--- config.mk ---
export PLATFORM = sky130hd
export DESIGN_NAME = char_stream_arbiter
export DESIGN_NICKNAME = d
export VERILOG_FILES = /design/src/rtl/char_stream_pkg.sv /design/src/rtl/char_stream_arbiter_rr_pick.sv /design/src/rtl/char_stream_arbiter.sv
export SDC_FILE = /design/constraint.sdc
export NUM_CORES = 1
export LEC_CHECK = 0
export ABC_AREA = 1
export CORE_MARGIN = 2
export CORE_UTILIZATION = 33
export DETAILED_ROUTE_END_ITERATION = 16
export GPL_TIMING_DRIVEN = 0
export HOLD_SLACK_MARGIN = 0.12
export PLACE_DENSITY = 0.76
export SKIP_LAST_GASP = 1
export SLEW_MARGIN = 40
export SYNTH_ARGS = -nofsm -noshare
export SYNTH_HDL_FRONTEND = slang
export SYNTH_HIERARCHICAL = 1
export SYNTH_SLANG_ARGS = --single-unit
--- constraint.sdc ---
create_clock -name clk -period 1.44 [get_ports clk]
set_input_delay 0.144 -clock clk [delete_from_list [all_inputs] [get_ports clk]]
set_output_delay 0.144 -clock clk [all_outputs]
set_load 0.02 [all_outputs]
--- src/rtl/char_stream_pkg.sv ---
// Shared types and constants for the character-stream arbiter and the block checker.
package char_stream_pkg;

  localparam int CHAR_W = 8;
  localparam logic [CHAR_W-1:0] CHAR_SPACE = 8'h20;

  typedef enum logic [1:0] {
    ST_IDLE  = 2'd0,
    ST_BUSY  = 2'd1,
    ST_ABORT = 2'd2
  } arb_state_e;

  // Round-robin successor of a source index, wrapping at n.
  function automatic int unsigned next_src(input int unsigned idx, input int unsigned n);
    return (idx + 32'd1 >= n) ? 32'd0 : idx + 32'd1;
  endfunction

endpackage

--- src/rtl/char_stream_arbiter_rr_pick.sv ---
// rr_pick: combinational round-robin finder; returns the first set request at or after ptr.
module rr_pick #(
  parameter int N = 4,
  parameter int W = $clog2(N)
) (
  input  logic [N-1:0] req,
  input  logic [W-1:0] ptr,
  output logic [W-1:0] idx,
  output logic         any
);

  logic [W-1:0] cand_s;

  // Scan from the farthest offset back to ptr so the nearest requester wins.
  always_comb begin
    idx    = '0;
    any    = 1'b0;
    cand_s = '0;
    for (int off = N - 1; off >= 0; off--) begin
      cand_s = W'((int'(ptr) + off) % N);
      idx    = req[cand_s] ? cand_s : idx;
      any    = any | req[cand_s];
    end
  end

endmodule

--- src/rtl/char_stream_arbiter.sv ---
// char_stream_arbiter: per-message round-robin sharing of one character datapath.
// Define CHAR_ARB_TIMEOUT_EN to enable the stall watchdog, ABORT state and out_abort pulse.
module char_stream_arbiter
  import char_stream_pkg::*;
#(
  parameter int N_SRC   = 4,
  parameter int TIMEOUT = 16
) (
  input  logic                      clk,
  input  logic                      reset,
  input  logic [N_SRC-1:0]          req_valid,
  input  logic [CHAR_W*N_SRC-1:0]   req_data,
  input  logic [N_SRC-1:0]          req_last,
  output logic [N_SRC-1:0]          req_ready,
  output logic                      out_valid,
  output logic [CHAR_W-1:0]         out_data,
  output logic [$clog2(N_SRC)-1:0]  out_src,
  output logic                      out_last,
  input  logic                      out_ready,
  output logic                      out_abort
);

  localparam int SRC_W = $clog2(N_SRC);

  if (N_SRC < 32'sd2 || N_SRC > 32'sd8 || TIMEOUT < 32'sd2) begin : g_param_check
    $error("char_stream_arbiter: parameter out of range");
  end

  arb_state_e        state_r, state_s;
  logic [SRC_W-1:0]  grant_r, grant_s;
  logic [SRC_W-1:0]  ptr_r, ptr_s;
  logic [SRC_W-1:0]  pick_idx_s, next_ptr_s;
  logic              pick_any_s;
  logic              src_valid_s, src_last_s, xfer_s;
  logic [CHAR_W-1:0] src_data_s;
  logic [CHAR_W-1:0] data_arr_s [N_SRC];

`ifdef CHAR_ARB_TIMEOUT_EN
  localparam int CNT_W = $clog2(TIMEOUT + 1);
  logic [CNT_W-1:0] stall_cnt_r, stall_cnt_s;
`endif

  rr_pick #(.N(N_SRC), .W(SRC_W)) u_pick (
    .req (req_valid),
    .ptr (ptr_r),
    .idx (pick_idx_s),
    .any (pick_any_s)
  );

  assign next_ptr_s = SRC_W'(next_src(32'(grant_r), 32'(N_SRC)));

  // Unpack the flat data bus and select the granted source's lane.
  always_comb begin
    for (int i = 0; i < N_SRC; i++) begin
      data_arr_s[i] = req_data[i*CHAR_W +: CHAR_W];
    end
    src_valid_s = req_valid[grant_r];
    src_last_s  = req_last[grant_r];
    src_data_s  = data_arr_s[grant_r];
  end

  // Next-state, grant/pointer update and combinational passthrough outputs.
  always_comb begin
    state_s   = state_r;
    grant_s   = grant_r;
    ptr_s     = ptr_r;
    req_ready = '0;
    out_valid = 1'b0;
    out_data  = '0;
    out_src   = '0;
    out_last  = 1'b0;
    out_abort = 1'b0;
    xfer_s    = 1'b0;
`ifdef CHAR_ARB_TIMEOUT_EN
    stall_cnt_s = stall_cnt_r;
`endif
    case (state_r)
      ST_IDLE: begin
        if (pick_any_s) begin
          grant_s = pick_idx_s;
          state_s = ST_BUSY;
        end else begin
          state_s = ST_IDLE;
        end
      end
      ST_BUSY: begin
        out_valid          = src_valid_s;
        out_data           = src_valid_s ? src_data_s : '0;
        out_last           = src_valid_s & src_last_s;
        out_src            = grant_r;
        req_ready[grant_r] = out_ready;
        xfer_s             = src_valid_s & out_ready;
        if (xfer_s && src_last_s) begin
          state_s = ST_IDLE;
          ptr_s   = next_ptr_s;
        end else begin
          state_s = ST_BUSY;
        end
`ifdef CHAR_ARB_TIMEOUT_EN
        // Backpressure with a valid source is not a stall: only source silence counts.
        if (src_valid_s) begin
          stall_cnt_s = '0;
        end else if (stall_cnt_r + CNT_W'(1) == CNT_W'(TIMEOUT)) begin
          stall_cnt_s = '0;
          state_s     = ST_ABORT;
        end else begin
          stall_cnt_s = stall_cnt_r + CNT_W'(1);
        end
`endif
      end
      ST_ABORT: begin
`ifdef CHAR_ARB_TIMEOUT_EN
        out_abort = 1'b1;
`endif
        state_s = ST_IDLE;
        ptr_s   = next_ptr_s;
      end
      default: begin
        state_s = ST_IDLE;
      end
    endcase
  end

  // Arbiter state registers.
  always_ff @(posedge clk) begin
    if (reset) begin
      state_r <= ST_IDLE;
      grant_r <= '0;
      ptr_r   <= '0;
    end else begin
      state_r <= state_s;
      grant_r <= grant_s;
      ptr_r   <= ptr_s;
    end
  end

`ifdef CHAR_ARB_TIMEOUT_EN
  // Stall watchdog counter.
  always_ff @(posedge clk) begin
    if (reset) begin
      stall_cnt_r <= '0;
    end else begin
      stall_cnt_r <= stall_cnt_s;
    end
  end
`endif

endmodule

==> results of run 1 <==
## layout make-up
cell class | instances | area, um^2
clock buffer | 4 | 26.3
buffer | 8 | 97.6
inverter | 22 | 88.8
sequential | 5 | 110
fill | 226 | 828
multi-input combinational | 141 | 801
timing repair buffer | 78 | 743
tap | 31 | 38.8
## critical path: stages, from the launching register on
cell	delay, ns
dfxtp_4	0.38
buf_8	0.14
buf_6	0.11
buf_6	0.08
nor2_1	0.03
nor2_1	0.09
o21ai_1	0.08
a21oi_1	0.19
buf_4	0.17
## sequential cells by signal, indices dropped and copies added, names as in the netlist
register	cells
grant_r	2
ptr_r	2
state_r	1
## what timing repair did
action,in CTS,in global routing
buffers inserted,14,4
pin swaps,14,11
hold endpoints to repair,0,0
resized for setup,104,32
setup endpoints to repair,17,16
cloned,1,2
hold buffers,0,0
## cells in the final DEF, fill, tap and decap left out, types with 2 or more instances in the layout
cell and instances:
a21oi_1 8, a21oi_2 3, buf_2 2, buf_4 26, buf_6 7, buf_8 4
clkbuf_4 4, clkdlybuf4s50_1 42, dfxtp_2 2, dfxtp_4 2, ha_1 2, inv_1 14
inv_2 5, inv_4 2, nand2_1 34, nand2_2 5, nand3_1 7, nand3_2 7
nor2_1 40, nor2_2 3, nor2_4 4, o21ai_0 3, o21ai_1 12, o21ai_2 4
o21ai_4 2
## layer usage
layer  GRT usage  up-vias  share of wire
met5           0        -              0
met4      0.0199        0         0.0046
met3      0.0567        3          0.079
met2       0.368       52           0.52
met1       0.235      647           0.40
li1            -      718              -
## kinds of logic after synthesis
family                   after synthesis  synth area share
AO/OA/AOI/OAI                         33             0.183
adder cells (fa/ha/maj)                4            0.0535
buffers and inverters                 31             0.162
flip-flops                             5             0.107
other                                  1           0.00401
AND/OR/NAND/NOR                      102             0.490
## synth_stat cells (all sizes together)
cell and n:
inv 21, and2 1, a21oi 11, o21ai 21
ha 4, nand3 14, clkinv 1, a21boi 1
buf 8, clkbuf 1, nand2 40, conb 1
dfxtp 5, nor2 47
## power by group through the flow
stage | Combinational, mW | Clock (mW) | Sequential (mW)
floorplan | 0.406 | 0 | 0.172
global placement | 0.668 | 0 | 0.177
detailed placement | 0.675 | 0 | 0.178
CTS | 0.820 | 0.163 | 0.181
global route | 0.990 | 0.174 | 0.187
finish | 0.928 | 0.158 | 0.184
## how the worst max path moves through the flow
stage | from | to | slack (ns)
2_1_floorplan | grant_r[0]$_SDFFE_PP0P_ | ptr_r[1]$_SDFFE_PP0P_ | 0.06
4_1_cts | grant_r[0]$_SDFFE_PP0P_ | out_data[0] | -0.17
3_3_place_gp | req_valid[2] | out_data[2] | -0.65
5_1_grt | grant_r[0]$_SDFFE_PP0P_ | out_data[5] | -0.27
3_5_place_dp | req_valid[2] | out_data[1] | -0.67
6_report | grant_r[0]$_SDFFE_PP0P_ | out_data[5] | -0.22
## per-stage QoR
stage | total power [mW] | cells | util | hold WS [ns]
2_1_floorplan | 0.577 | 176 | - | 0.326
3_3_place_gp | 0.845 | 265 | 0.568 | 0.505
3_5_place_dp | 0.852 | 265 | 0.568 | 0.511
4_1_cts | 1.16 | 283 | 0.648 | 0.517
5_1_grt | 1.35 | 289 | 0.697 | 0.570
6_report | 1.27 | 289 | 0.697 | 0.511
==> impl_metrics.json, run 1 <==
{
  "period_needed_ns": 1.66,
  "critPathRequiredTime_ns": 1.30,
  "first_global_vias": 1195,
  "timing.rr.start": "grant_r[0]$_SDFFE_PP0P_",
  "ant_nets": 0,
  "worstPathArrival_ns": 1.52,
  "clockRootBuffer": "clkbuf_4",
  "setup_violations": 14,
  "power.density_mw_per_mm2": 666,
  "start_kind": "register",
  "drc": 0,
  "syn_to_final_growth_pct": 104,
  "rsz0062_at_grt": "yes",
  "internal_power_mw": 0.736,
  "num-nets-final": 306,
  "grt_antenna_before_repair": 0,
  "vias_per_cell": 4.91,
  "die_h_um": 57.2,
  "syn_area_per_cell_um2": 5.31,
  "portBuffers": 58,
  "path_clk_slew_ns": 0.04,
  "clock-sinks": 5,
  "clock_skew_ns": 0.00334,
  "cts_made_buffers": 3,
  "ys_types": 24,
  "min_path_cells": 2,
  "die_x_um": 57.2,
  "ys_seq_elements": 5,
  "dpl_cell_area_mm2": 0.00155,
  "swShare": 0.421,
  "diodes": 0,
  "p_comb_frac": 0.731,
  "period_share": 1.15,
  "status": "finished with violations",
  "wl_um": 3720,
  "vdd.ir_drop.worst_mv": 0.728,
  "worstHoldEndpoint": "ptr_r[0]$_SDFFE_PP0P_",
  "vias": 1420,
  "dpl.hpwl_um": 2450,
  "ys_top_cells_by_area": "nor2_1 17%, nand2_1 14%, dfxtp_1 11%",
  "rrSetupSlack_ns": -0.03,
  "fmaxAchievable_ghz": 0.603,
  "hold_viol": 0,
  "end_kind": "output pin",
  "design_area_mm2": 0.00191,
  "power_frac_clock": 0.124,
  "die_area_mm2": 0.00327,
  "placement_rows": 19,
  "yosysSeqAreaShare": 0.107,
  "drv_cap": 0,
  "gp_congestion": 0.804,
  "r2r_cells": 9,
  "design.core.area_mm2": 0.00273,
  "dr.pass1.iters": 5,
  "path_class": "register to output pin",
  "fin_ws_ns": -0.220,
  "start_util": 0.342,
  "worst-path-max-fanout": 7,
  "dp_slack_ns": -0.665,
  "yosys_warnings": 6,
  "drt_iter0_markers": 77,
  "grt_max_degree": 12,
  "grt_first_pass_wirelength_um": 5180,
  "switching_power_mw": 0.534,
  "grt_usage": 0.199,
  "clockBufferDepth": 2,
  "grt-ovfl-total": 0,
  "rr_endpoint": "ptr_r[1]$_SDFFE_PP0P_",
  "h-tree-depth": 1,
  "hp-start": "ptr_r[0]$_SDFFE_PP0P_",
  "syn-cell-area_um2": 935,
  "violations": "setup timing",
  "setup_tns_ns": -1.38,
  "leakagePower_nw": 0.906,
  "layout-drive-gt1-share": 0.353,
  "yosys.area.top_type_share": 0.173,
  "synthCells": 176,
  "yosys.area.top_type": "nor2_1",
  "clk_latency_ns": 0.24,
  "syn_nets": 223,
  "finalMaxSlewViolations": 0,
  "seq_power_share": 0.145,
  "hp-class": "register to register",
  "cts_tree": "yes",
  "routedWlPerCell_um": 12.9,
  "ios": 60
}
No activity file was read; power rests on OpenSTA's default activity.
==> run 2: changes to the inputs <==
==> constraint.sdc (replaced) <==
create_clock -name clk -period 1.44 [get_ports clk]
set_input_delay 0.216 -clock clk [delete_from_list [all_inputs] [get_ports clk]]
set_output_delay 0.216 -clock clk [all_outputs]
set_load 0.02 [all_outputs]
==> run 2 against run 1 <==
Effect of this change: the run still ends with setup timing left; global-route usage increased by 1.2 points; total power decreased by 0.21%; clock power increased by 9%; flip-flop and latch count unchanged; combinational power decreased by 2%; count of clock-buffer cells in the layout unchanged; non-clock buffer count decreased by 2; sequential share of layout area about the same; cell area increased by 0.20%; via count decreased by 2.3%.
==> impl_metrics.json, run 2 (synthesized netlist as in run 1, its figures left out) <==
{
  "register_area_um2": 110,
  "gp_congestion": 0.821,
  "syn_to_final_growth_pct": 104,
  "critPathSlowestCell": "dfxtp_4",
  "largest_registers": "grant_r (2), ptr_r (2), state_r (1)",
  "design_area_mm2": 0.00191,
  "finalMaxSlewViolations": 0,
  "fill_cells": 233,
  "rsz0062_at_grt": "yes",
  "diodes": 0,
  "period_share": 1.12,
  "h-tree-depth": 1,
  "wl_um": 3610,
  "critPathRequiredTime_ns": 1.22,
  "hp-class": "register to register",
  "grt_antenna_before_repair": 0,
  "dpl_cell_area_mm2": 0.00156,
  "ios": 60,
  "clk_latency_ns": 0.25,
  "drv_cap": 0,
  "layout_commonest_cell": "nor2_1",
  "hold_viol": 0,
  "clock_skew_ns": 0.0144,
  "multi_input_area_um2": 802,
  "path_clk_slew_ns": 0.05,
  "grt_first_pass_wirelength_um": 5440,
  "path_class": "register to output pin",
  "cts.hold.buffers_added": 0,
  "setup_tns_ns": -1.83,
  "violations": "setup timing",
  "start_util": 0.342,
  "clockBufferDepth": 2,
  "num-nets-final": 304,
  "grt-ovfl-total": 0,
  "cts_tree": "yes",
  "clockRootBuffer": "clkbuf_4",
  "setup_violations": 12,
  "worstPathArrival_ns": 1.40,
  "fmaxAchievable_ghz": 0.618,
  "clock-sinks": 5,
  "ant_nets": 0,
  "drc": 0,
  "leakagePower_nw": 0.940,
  "cts_made_buffers": 3,
  "crit_family": "buffers and inverters",
  "cp_cell_sequence": "buf_8 > buf_8 > nor2_1 > nor2_1 > o21ai_1 > a21oi_1 > buf_4",
  "routedWlPerCell_um": 12.6,
  "placement_rows": 19,
  "vias": 1388,
  "die_h_um": 57.2,
  "drt_iter0_markers": 72,
  "path_buf_inv": 3,
  "grt_usage": 0.210,
  "period_needed_ns": 1.62,
  "portBuffers": 58,
  "status": "finished with violations",
  "power.density_mw_per_mm2": 664,
  "design.core.area_mm2": 0.00273,
  "first_global_vias": 1186,
  "end_kind": "output pin",
  "fin_ws_ns": -0.178,
  "cp_slowest_stage_delay_ns": 0.38,
  "grt_max_degree": 12,
  "start_kind": "register",
  "dpl.hpwl_um": 2320,
  "worst-path-max-fanout": 6,
  "vias_per_cell": 4.84,
  "layout-drive-gt1-share": 0.344,
  "layout_common_cells": "39 x nor2_1, 38 x clkdlybuf4s50_1, 31 x nand2_1, 22 x buf_4, 15 x inv_1",
  "die_area_mm2": 0.00327,
  "die_x_um": 57.2,
  "vdd.ir_drop.worst_mv": 0.692,
  "dr.pass1.iters": 4
}
-- run 2: changes by cell type in the layout (fill, tap and decap cells not counted), sizes merged --
| cell | before | now |
|---|---|---|
| dlygate4sd2 | 0 | 1 |
| dlymetal6s2s | 0 | 3 |
| clkdlybuf4s15 | 2 | 1 |
| buf | 41 | 40 |
| clkdlybuf4s50 | 42 | 38 |
-- run 2: worst min-delay path, cell delays in order (launching register included) --
cell and delay [ns]:
dfxtp_2 0.33, nor2_1 0.10, nor2_1 0.05
-- run 2: report_power, final --
part / total, mW / internal, mW / switching, mW
Combinational: 0.909 / 0.461 / 0.448
Sequential: 0.185 / 0.156 / 0.0298
Clock: 0.173 / 0.105 / 0.0672
Total: 1.27 / 0.722 / 0.545
-- run 2: cell type report --
type | count | area share
clock buffer | 4 | 0.0138
multi-input combinational | 141 | 0.420
timing repair buffer | 76 | 0.387
tap | 31 | 0.0203
inverter | 22 | 0.0478
buffer | 8 | 0.0531
sequential | 5 | 0.0577
-- run 2: repair_timing --
action	4_1_cts	5_1_grt
buffers inserted	11	4
endpoints found under the setup margin	17	17
cloned	3	1
resized for setup	114	25
pin swaps	3	10
-- run 2: stage by stage --
stage	hold slack (ns)	std cells	worst slack (ns)	power, mW	util
after floorplan	0.398	176	0.0000153	0.583	-
after detailed placement	0.511	265	-0.763	0.857	0.572
final	0.507	287	-0.178	1.27	0.698
after global placement	0.506	265	-0.758	0.852	0.572
after global routing	0.543	287	-0.256	1.36	0.698
after CTS	0.517	282	-0.157	1.20	0.658
-- run 2: final timing paths --
path	startpoint	endpoint	slack, ns	cells past startpoint
worst max-delay path	grant_r[0]$_SDFFE_PP0P_	out_data[5]	-0.18	7
worst min-delay path	ptr_r[0]$_SDFFE_PP0P_	ptr_r[0]$_SDFFE_PP0P_	0.51	2
worst max register to register	ptr_r[0]$_SDFFE_PP0P_	grant_r[1]$_SDFFE_PP0P_	0.08	9
worst min register to register	ptr_r[0]$_SDFFE_PP0P_	ptr_r[0]$_SDFFE_PP0P_	0.51	2
-- run 2: routing by layer --
metal | vias to the layer above | global-route usage | routed length [um]
met2 | 60 | 0.386 | 1770
met5 | - | 0 | 0
met4 | 0 | 0.0199 | 0
li1 | 708 | - | -
met1 | 620 | 0.254 | 1520
met3 | 0 | 0.0567 | 321
